`src/rtl/decode_stage.sv`:
```
// -----------------------------------------------------------------------------
// decode_stage
//
// RV32I instruction decode stage sitting between fetch and execute.
//
// Each accepted instruction is split into its opcode, register and funct
// fields and its sign-extended immediate, and is checked against the RV32I
// subset handled here. The decoded result is stored, together with the fetch
// PC, in a 2-entry skid buffer. Fetch and execute can therefore stall
// independently, and in_ready never depends combinationally on out_ready.
//
// Ports
//   clk        in   1               rising-edge clock
//   rst        in   1               synchronous active-high reset; empties the
//                                   buffer and zeroes all data outputs
//   flush      in   1               empties the buffer and drops any accept in
//                                   the same cycle (branch redirect)
//   in_valid   in   1               fetch presents inst/in_pc
//   in_ready   out  1               buffer has a free entry
//   inst       in   INST_WIDTH      raw instruction
//   in_pc      in   PC_WIDTH        PC of inst
//   out_valid  out  1               head entry is valid
//   out_ready  in   1               execute consumes the head entry
//   op         out  7               inst[6:0]
//   rd         out  REG_ADDR_WIDTH  inst[11:7]
//   rs1        out  REG_ADDR_WIDTH  inst[19:15]
//   rs2        out  REG_ADDR_WIDTH  inst[24:20]
//   funct3     out  3               inst[14:12]
//   funct7     out  7               inst[31:25]
//   imm        out  XLEN            sign-extended immediate (0 if illegal)
//   out_pc     out  PC_WIDTH        PC of the head instruction
//   illegal    out  1               head instruction is not legal RV32I
// -----------------------------------------------------------------------------
module decode_stage #(
    parameter int XLEN           = 32,
    parameter int INST_WIDTH     = 32,
    parameter int REG_ADDR_WIDTH = 5,
    parameter int PC_WIDTH       = 32
) (
    input  logic                      clk,
    input  logic                      rst,
    input  logic                      flush,
    input  logic                      in_valid,
    output logic                      in_ready,
    input  logic [INST_WIDTH-1:0]     inst,
    input  logic [PC_WIDTH-1:0]       in_pc,
    output logic                      out_valid,
    input  logic                      out_ready,
    output logic [6:0]                op,
    output logic [REG_ADDR_WIDTH-1:0] rd,
    output logic [REG_ADDR_WIDTH-1:0] rs1,
    output logic [REG_ADDR_WIDTH-1:0] rs2,
    output logic [2:0]                funct3,
    output logic [6:0]                funct7,
    output logic [XLEN-1:0]           imm,
    output logic [PC_WIDTH-1:0]       out_pc,
    output logic                      illegal
);

    localparam logic [6:0] OP_LUI         = 7'b0110111;
    localparam logic [6:0] OP_AUIPC       = 7'b0010111;
    localparam logic [6:0] OP_JAL         = 7'b1101111;
    localparam logic [6:0] OP_JALR        = 7'b1100111;
    localparam logic [6:0] OP_LOAD        = 7'b0000011;
    localparam logic [6:0] OP_STORE       = 7'b0100011;
    localparam logic [6:0] OP_BRANCH      = 7'b1100011;
    localparam logic [6:0] OP_INTEGER_IMM = 7'b0010011;
    localparam logic [6:0] OP_INTEGER     = 7'b0110011;

    localparam logic [6:0] F7_BASE = 7'b0000000;
    localparam logic [6:0] F7_ALT  = 7'b0100000;

    // One buffer entry: everything execute needs, decoded once at accept time.
    typedef struct packed {
        logic [6:0]                op;
        logic [REG_ADDR_WIDTH-1:0] rd;
        logic [REG_ADDR_WIDTH-1:0] rs1;
        logic [REG_ADDR_WIDTH-1:0] rs2;
        logic [2:0]                funct3;
        logic [6:0]                funct7;
        logic [XLEN-1:0]           imm;
        logic [PC_WIDTH-1:0]       pc;
        logic                      ill;
    } entry_t;

    // Widen a 32-bit signed immediate to XLEN, replicating the sign bit.
    function automatic logic [XLEN-1:0] sext32(input logic signed [31:0] v);
        logic signed [XLEN-1:0] w;
        w = v;
        return w;
    endfunction

    // Legality check for the supported RV32I subset.
    function automatic logic is_illegal(input logic [6:0] opc,
                                        input logic [2:0] f3,
                                        input logic [6:0] f7);
        logic bad;
        bad = 1'b0;
        case (opc)
            OP_LUI, OP_AUIPC, OP_JAL: bad = 1'b0;
            OP_JALR:   bad = (f3 != 3'b000);
            OP_LOAD:   bad = (f3 == 3'b011) || (f3 == 3'b110) || (f3 == 3'b111);
            OP_STORE:  bad = (f3 >= 3'b011);
            OP_BRANCH: bad = (f3 == 3'b010) || (f3 == 3'b011);
            OP_INTEGER_IMM: begin
                // Only the shifts carry a funct7; SLLI has no arithmetic form.
                if (f3 == 3'b001)
                    bad = (f7 != F7_BASE);
                else if (f3 == 3'b101)
                    bad = (f7 != F7_BASE) && (f7 != F7_ALT);
                else
                    bad = 1'b0;
            end
            OP_INTEGER: begin
                // The alternate funct7 exists only for SUB and SRA.
                if (f7 == F7_BASE)
                    bad = 1'b0;
                else if (f7 == F7_ALT)
                    bad = (f3 != 3'b000) && (f3 != 3'b101);
                else
                    bad = 1'b1;
            end
            default: bad = 1'b1;
        endcase
        return bad;
    endfunction

    // Immediate selection by format; INTEGER has no immediate.
    function automatic logic [XLEN-1:0] sel_imm(input logic [31:0] i);
        logic [31:0] v;
        case (i[6:0])
            OP_LUI, OP_AUIPC:
                v = {i[31:12], 12'b0};
            OP_JAL:
                v = {{11{i[31]}}, i[31], i[19:12], i[20], i[30:21], 1'b0};
            OP_JALR, OP_LOAD, OP_INTEGER_IMM:
                v = {{20{i[31]}}, i[31:20]};
            OP_BRANCH:
                v = {{19{i[31]}}, i[31], i[7], i[30:25], i[11:8], 1'b0};
            OP_STORE:
                v = {{20{i[31]}}, i[31:25], i[11:7]};
            default:
                v = 32'b0;
        endcase
        return sext32(v);
    endfunction

    function automatic entry_t decode(input logic [INST_WIDTH-1:0] i,
                                      input logic [PC_WIDTH-1:0]   pc);
        entry_t e;
        logic [31:0] w;
        w        = i[31:0];
        e.op     = w[6:0];
        e.rd     = REG_ADDR_WIDTH'(w[11:7]);
        e.rs1    = REG_ADDR_WIDTH'(w[19:15]);
        e.rs2    = REG_ADDR_WIDTH'(w[24:20]);
        e.funct3 = w[14:12];
        e.funct7 = w[31:25];
        e.pc     = pc;
        e.ill    = is_illegal(w[6:0], w[14:12], w[31:25]);
        // Illegal instructions travel downstream with a zero immediate.
        e.imm    = e.ill ? '0 : sel_imm(w);
        return e;
    endfunction

    entry_t     dec_p0;
    entry_t     head_p1;   // oldest entry; drives the outputs directly
    entry_t     tail_p1;   // second entry, only meaningful when count is 2
    logic [1:0] count_p1;
    logic       accept;
    logic       consume;

    assign dec_p0    = decode(inst, in_pc);
    assign in_ready  = (count_p1 != 2'd2);
    assign out_valid = (count_p1 != 2'd0);
    assign accept    = in_valid && in_ready && !flush;
    assign consume   = out_valid && out_ready;

    // ---- stage boundary: decoded entry -> skid buffer (registered outputs) ----
    always_ff @(posedge clk) begin
        if (rst) begin
            count_p1 <= 2'd0;
            head_p1  <= '0;
            tail_p1  <= '0;
        end else if (flush) begin
            count_p1 <= 2'd0;
        end else begin
            case ({accept, consume})
                2'b10: begin
                    if (count_p1 == 2'd0)
                        head_p1 <= dec_p0;
                    else
                        tail_p1 <= dec_p0;
                    count_p1 <= count_p1 + 2'd1;
                end
                2'b01: begin
                    // Promote the second entry; harmless when it is empty
                    // because out_valid drops with the count.
                    head_p1  <= tail_p1;
                    count_p1 <= count_p1 - 2'd1;
                end
                2'b11: begin
                    // Both can fire only with exactly one entry held, so the
                    // new instruction replaces the departing head.
                    head_p1 <= dec_p0;
                end
                default: begin
                end
            endcase
        end
    end

    assign op      = head_p1.op;
    assign rd      = head_p1.rd;
    assign rs1     = head_p1.rs1;
    assign rs2     = head_p1.rs2;
    assign funct3  = head_p1.funct3;
    assign funct7  = head_p1.funct7;
    assign imm     = head_p1.imm;
    assign out_pc  = head_p1.pc;
    assign illegal = head_p1.ill;

endmodule

```
`config.mk`:
```
export PLATFORM = sky130hd
export DESIGN_NAME = decode_stage
export DESIGN_NICKNAME = d
export VERILOG_FILES = /design/src/rtl/decode_stage.sv
export SDC_FILE = /design/constraint.sdc
export NUM_CORES = 1
export LEC_CHECK = 0
export CAP_MARGIN = 10
export CORE_AREA = 2 2 140 108
export CTS_BUF_LIST = sky130_fd_sc_hd__clkbuf_4
export CTS_CLUSTER_SIZE = 28
export DETAILED_ROUTE_END_ITERATION = 7
export DIE_AREA = 0 0 142 110
export DONT_BUFFER_PORTS = 1
export PLACE_DENSITY = 0.75
export SLEW_MARGIN = 20
export SYNTH_ARGS = -nofsm -noshare
export SYNTH_HDL_FRONTEND = slang
export SYNTH_SLANG_ARGS = --single-unit
```
`constraint.sdc`:
```
create_clock -name clk -period 2.4 [get_ports clk]
set_input_delay 0.24 -clock clk [delete_from_list [all_inputs] [get_ports clk]]
set_output_delay 0.24 -clock clk [all_outputs]
set_load 0.005 [all_outputs]
```
# Word level (Yosys, flattened, before mapping)
# Index checks and enable logic that the tools add are counted.
totals:
  regBits: 196
  out_inout_bits: 99
classes:
  n_addsub: 2
  magnitude_cmp: 1
  n_eq_ne: 23
  muxes: 10
  n_bitwise: 2
  reduce_logical: 22
ops:
  columns: ["operator", "n"]
  rows:
  - ["case mux 97 bit (3 select lines)", 1]
  - ["case mux 32 bit (5 select lines)", 1]
  - ["two-way mux 97 bit", 1]
  - ["two-way mux 32 bit", 1]
  - ["== test 7 x 6 -> 1 bit, second input constant", 4]
  - ["== test 7 bit, second input constant", 3]
  - ["== test 7 x 5 -> 1 bit, second input constant", 2]
  - ["== test 3 bit, second input constant", 3]
  - ["== test 7 x 2 -> 1 bit, second input constant", 1]
  - ["zero test 7 bit", 1]
  - ["!= test 7 x 6 -> 1 bit, second input constant", 1]
  - ["case mux 1 bit (7 select lines)", 1]
  - ["nonzero test 7 bit", 1]
  - ["== test 3 x 2 -> 1 bit, second input constant", 2]
  - ["AND reduction 3 bit", 2]
  - ["nonzero test 3 bit", 2]
  - ["OR reduction 3 bit", 2]
  - ["logical AND 1 bit", 5]
  - ["== test 2 bit, second input constant", 2]
  - ["two-way mux 1 bit", 4]
  - ["!= test 2 bit, second input constant", 2]
  - ["case mux 2 bit (2 select lines)", 1]
  - ["nonzero test 2 bit", 2]
  - ["OR reduction 2 bit", 2]
  - ["other kinds (10)", 13]

# Logic depth before layout (Yosys ltp)
logic_depth:
  ltp_word: 8
  depth_mapped: 11

# Worst setup path before layout
# No wires, ideal clock.
synth_timing:
  path_kind: "flip-flop to flip-flop"
  start: "register count_p1[1]"
  end: "register head_p1, in the netlist illegal"
  setup_ps: 117
  arrival_time_ps: 2150
  required_time_ps: 2283
  slack_ps: 132
  stages_incl_launch_ff: 11
  path_cell_list: "dfxtp_1 or2_2 nand2_1 inv_1 ha_1 buf_2 nor2_1 nor4b_1 nand2_1 clkbuf_1 a32o_1"
synth_via:
  word_cells_on_any_way: 13
  classes_between: "5 x eq/ne; 1 x mux; 7 x reduce/logical"
synth_lines:
  columns: ["item", "line_no", "text"]
  rows:
  - ["from (decl)", "169", "logic [1:0] count_p1;"]
  - ["from (signal assigned)", "194", "count_p1 <= count_p1 + 2'd1;"]
  - ["from (signal assigned)", "200", "count_p1 <= count_p1 - 2'd1;"]
  - ["nonzero test 2 bit (*)", "175", "assign out_valid = (count_p1 != 2'd0);"]
  - ["via out_valid", "47", "output logic out_valid,"]
  - ["logical AND 1 bit (*)", "177", "assign consume = out_valid && out_ready;"]
  - ["== test 2 bit or == test 2 x 1 -> 1 bit (tied branches)", "188", "case ({accept, consume})"]
  - ["!= test 2 bit (no source line) or nonzero test 3 bit (tied branches)", null, null]
  - ["AND reduction 3 bit (no source line)", null, null]
  - ["to (signal assigned)", "191", "head_p1 <= dec_p0;"]
  - ["to (signal assigned)", "199", "head_p1 <= tail_p1;"]
  - ["to (signal assigned)", "205", "head_p1 <= dec_p0;"]
  - ["to (decl)", "167", "entry_t head_p1;"]
# Mark *: on every way through the listed nets, which the timed path passes. The rest lies on a longest branch.
# A chain may end at the register's enable or synchronous reset.

# Worst setup path in the final report
layout_timing:
  start: "register count_p1[0]"
  end: "register head_p1, in the netlist imm[15]"
layout_via:
  elab_chain_len: 6
  word_cells_on_any_way: 13
  classes_between: "5 x eq/ne; 1 x mux; 7 x reduce/logical"
layout_rtl:
  columns: ["item", "line_no", "text"]
  rows:
  - ["!= test 2 bit", "174", "assign in_ready = (count_p1 != 2'd2);"]
  - ["logical AND 1 bit (2 in series)", "176", "assign accept = in_valid && in_ready && !flush;"]
  - ["== test 2 bit or == test 2 x 1 -> 1 bit (tied branches)", "188", null]
  - ["!= test 2 bit (no source line) or nonzero test 3 bit (tied branches)", null, null]
  - ["AND reduction 3 bit (no source line)", null, null]
# Several ways; a longest one is shown, not always the timed one.

==> results.txt <==
The flow ran to the end, but the final reports show violations. The final reports fail on negative hold slack. The number of setup violations in the final report came out at 0. For this configuration, the core starts out at a cell density of 0.5826. The cell count after placement came out at about 1100. The largest single stage delay on the critical path is 0.40 ns.

The H-tree generated during clock tree synthesis spans 4 levels. The worst hold slack after final layout came out at -0.3052 ns. The number of maximum-capacitance violations is 0. In the routed layout, each cell is associated on average with a via count of about 6.1.

The remaining antenna violation count after routing came out at 0. The total wirelength of the detailed-routed design is 21.47 mm. In this run the core area contains 38 standard-cell rows. The routed via count came out at 6949.

TritonCTS built the clock tree. The count of mapped cells out of synthesis is between 900 and 1000. In this run, the number of DRC markers left after iteration 0 of detailed routing was just under 700. The worst IR drop on VDD came out at 0.0004458 V. The accumulated negative setup slack is 0 ns.

The total congestion overflow is 0. The mean instance size in the synthesized netlist came out at 8.710 um2. The post-synth net total is 1023. The root buffer cell is sky130_fd_sc_hd__clkbuf_4. Setup repair after global routing left no endpoint under its margin. In this run the tightest slew margin relative to its limit is 0.5730. Clock latency on the worst-skew pair, taken at its later pin, is roughly 0.60 ns. The number of buffers and inverters on the critical path is 4. In this run the critical register-to-register path is launched from count_p1[0]. The number of top-level pins is 168. The sequential cell area fraction in the yosys report came out at 0.4737.

The startpoint type of the worst setup path is a flip-flop. In the final routed layout, each cell accounts on average for 18.77 um. The cell leakage power came out at 2.945 nW. The last element of the critical path is imm[15]. The number of cells on the critical path came out at 10. The most frequently used flop master after synthesis is sky130_fd_sc_hd__dfxtp_1. The multi-input combinational cell area came out at 4045 um2.

The maximum frequency from static timing analysis is around 460 MHz. The first-pass GRT wire length came out at 32.84 mm. The detailed-route DRC error count is 0. The largest net degree at the start of global routing came out at 169.

The library cell used most frequently in the layout, excluding fill and tap cells, is sky130_fd_sc_hd__dfxtp_1. Data on the critical path is required at its endpoint by between 2 and 3 ns. The number of cells on the worst reg-to-reg path is 10. The number of hold violations in the final report came out at 162. The slowest stage of the critical path is the sky130_fd_sc_hd__dfxtp_1 cell.

The max-slew violation count came to 0. The critical path starts at count_p1[0]. The initial antenna violation count is 0. Leaving out filler cells and counting taps, the final layout contains 1144. The HPWL after detailed placement is around 13 mm.

Yosys mapped a number of flops with a built-in enable equal to 0. The total of flip-flops plus latches after synthesis is around 200. The area overhead of the layout relative to synthesis is 11.30%. The slack of the worst reg-to-reg path is 0.21 ns. For this design, the CTS-stage hold fixing added 34 buffers. The filler cell count is ~1200. The minimum period implied by the final worst setup slack is 2.187 ns.

For the pin with the worst max-slew slack, the measured transition is 0.6384 ns. The number of nets at the end of the flow came out at 1023. Input and output buffers added on the ports amount to 0. The signal arrival time at the worst endpoint is about 2.7 ns. The area of the mapped netlist came out at 8283 um2. The critical path goes through or2_2, nand2_1, buf_4, inv_1, ha_4, buf_12, buf_12, a21oi_1, a211o_1, a21oi_1.

After floorplanning, the core was sized to cover 14220 um2. The detailed-router iteration count before antenna repair came out at 8. The number of antenna diodes came out at 0. The via count of the first global-routing pass is 6248. For this run, the number of Yosys warnings is 0.

Between clock sinks in the finished design, the worst skew comes to 0.02684 ns. The overall global routing resource usage is 0.2679. The width of the die is between 100 and 150 um.

The final estimated routing congestion in global placement is 0.8113. The ratio of total power to cell area came out at 643.7 nW/um2. The critical path is of the reg2reg type. The clock transition at the register clock pins on the worst setup and hold paths after CTS is 0.15 ns. The final critical-path share of the clock period is 0.9112. The sequential cells in the finished layout cover a total of 3924 um2. The worst hold path belongs to the class in2reg. Among cell families on the critical path, the largest total delay comes from buffers and inverters.

In this run the critical register-to-register path is captured at imm[15]. The number of buffers created by CTS is 17. In the layout the commonest cells are sky130_fd_sc_hd__dfxtp_1 (196), sky130_fd_sc_hd__nand2_1 (150), sky130_fd_sc_hd__a21oi_1 (102).

The distinct cell type count of the synthesized netlist came out at 53. Counting flops with an async set or reset pin after synthesis yields a share of 0. The worst setup path is captured at a flip-flop.

The number of buffers on the longest clock path came out at 2. The area of the die is 15620 um2. The die span in y is ~110 um.

The clock sink count came out at 196. The fraction of layout instances using a drive strength above 1 came out at 0.08817. Of all nets on the critical path, the largest fanout is 42.
timing repair:
action | 4_1_cts | 5_1_grt
gates cloned | 0 | 1
setup buffers | 0 | 3
resized for setup | 2 | 13
pin swaps | 0 | 2
endpoints found under the hold margin | 196 | 171
endpoints found under the setup margin | 56 | 125
cell type report:
cell class              instances  area share
clock buffers                  19     0.01547
multi-input cells             666      0.4388
clock inverters                13     0.01995
repair buffers                 66     0.07410
inverters                       4    0.001629
well taps                     180     0.02443
flip-flops and latches        196      0.4256
synth_stat cells, types with 4 or more instances:
master / number / share of area
sky130_fd_sc_hd__o21ai_0: 29 / 0.018
sky130_fd_sc_hd__mux2i_1: 64 / 0.077
sky130_fd_sc_hd__nor3_1: 6 / 0.0036
sky130_fd_sc_hd__a21oi_1: 102 / 0.062
sky130_fd_sc_hd__o31ai_1: 4 / 0.0036
sky130_fd_sc_hd__buf_6: 4 / 0.0054
sky130_fd_sc_hd__buf_2: 8 / 0.0048
sky130_fd_sc_hd__a22oi_1: 5 / 0.0045
sky130_fd_sc_hd__nand4_1: 8 / 0.0060
sky130_fd_sc_hd__nor2b_1: 4 / 0.0030
sky130_fd_sc_hd__nand3b_1: 13 / 0.012
sky130_fd_sc_hd__nand3_1: 12 / 0.0073
sky130_fd_sc_hd__a211o_1: 8 / 0.0085
sky130_fd_sc_hd__nand2_1: 151 / 0.068
sky130_fd_sc_hd__nand2b_1: 9 / 0.0068
sky130_fd_sc_hd__inv_1: 4 / 0.0018
sky130_fd_sc_hd__nor3b_1: 5 / 0.0045
sky130_fd_sc_hd__dfxtp_1: 196 / 0.47
sky130_fd_sc_hd__buf_1: 14 / 0.0063
sky130_fd_sc_hd__a32o_1: 7 / 0.0085
sky130_fd_sc_hd__clkbuf_1: 59 / 0.027
sky130_fd_sc_hd__nor2_1: 92 / 0.042
sky130_fd_sc_hd__a22o_1: 23 / 0.024
sky130_fd_sc_hd__a211oi_1: 84 / 0.076
report_power, final:
group	internal, mW	total [mW]	switching (mW)
combinational	0.230	0.513	0.282
clock	0.846	1.97	1.13
sequential	3.36	3.45	0.0866
registers in the layout, summed over array words and instances, names as in the netlist:
| register | count |
|---|---|
| count_p1 | 2 |
| funct3 | 3 |
| funct7 | 7 |
| illegal | 1 |
| imm | 32 |
| op | 7 |
| out_pc | 32 |
| rd | 5 |
| rs1 | 5 |
| rs2 | 5 |
| tail_p1 | 97 |
cell families (layout without fill, tap and decap cells):
kind of cell    count (synthesis)  in the layout  share of synthesized area
simple gates                  319            320                     0.1748
flops                         196            196                     0.4737
xor+xnor                        4              4                   0.004230
fa+ha+maj                       3              3                   0.004532
mux                            66             66                    0.08051
compound gates                273            273                     0.2162
buf+inv                        90            102                    0.04607
through the flow:
step           hold slack, ns  worst slack, ns  utilization  power [mW]  area [um2]
3_3_place_gp           0.3195         -0.01713       0.5955       3.943        8466
3_5_place_dp           0.3210          -0.1094       0.5955       3.953        8466
2_1_floorplan          0.3174           0.1322            -       3.884        8283
4_1_cts               -0.3415         0.001616       0.6430       5.951        9141
6_report              -0.3052           0.2132       0.6485       5.934        9219
5_1_grt               -0.3585          0.05368       0.6485       6.161        9219
layer usage:
metal,share of wire,vias up,global-route usage
met1,0.45,3274,0.3674
met3,0.095,29,0.08639
met4,0.015,0,0.08214
met5,0,-,0
met2,0.44,252,0.4048
li1,-,3394,-
worst min-delay path by stage:
| stage | start | to | slack [ns] | depth (start not counted) |
|---|---|---|---|---|
| after floorplan | flush | count_p1[0] | 0.32 | 1 |
| after global placement | flush | count_p1[0] | 0.32 | 1 |
| after detailed placement | rst | tail_p1[9] | 0.32 | 1 |
| after CTS | rst | tail_p1[15] | -0.34 | 1 |
| after global routing | rst | tail_p1[17] | -0.36 | 1 |
| final | rst | tail_p1[15] | -0.31 | 1 |
Power figures use the tool's default switching activity.
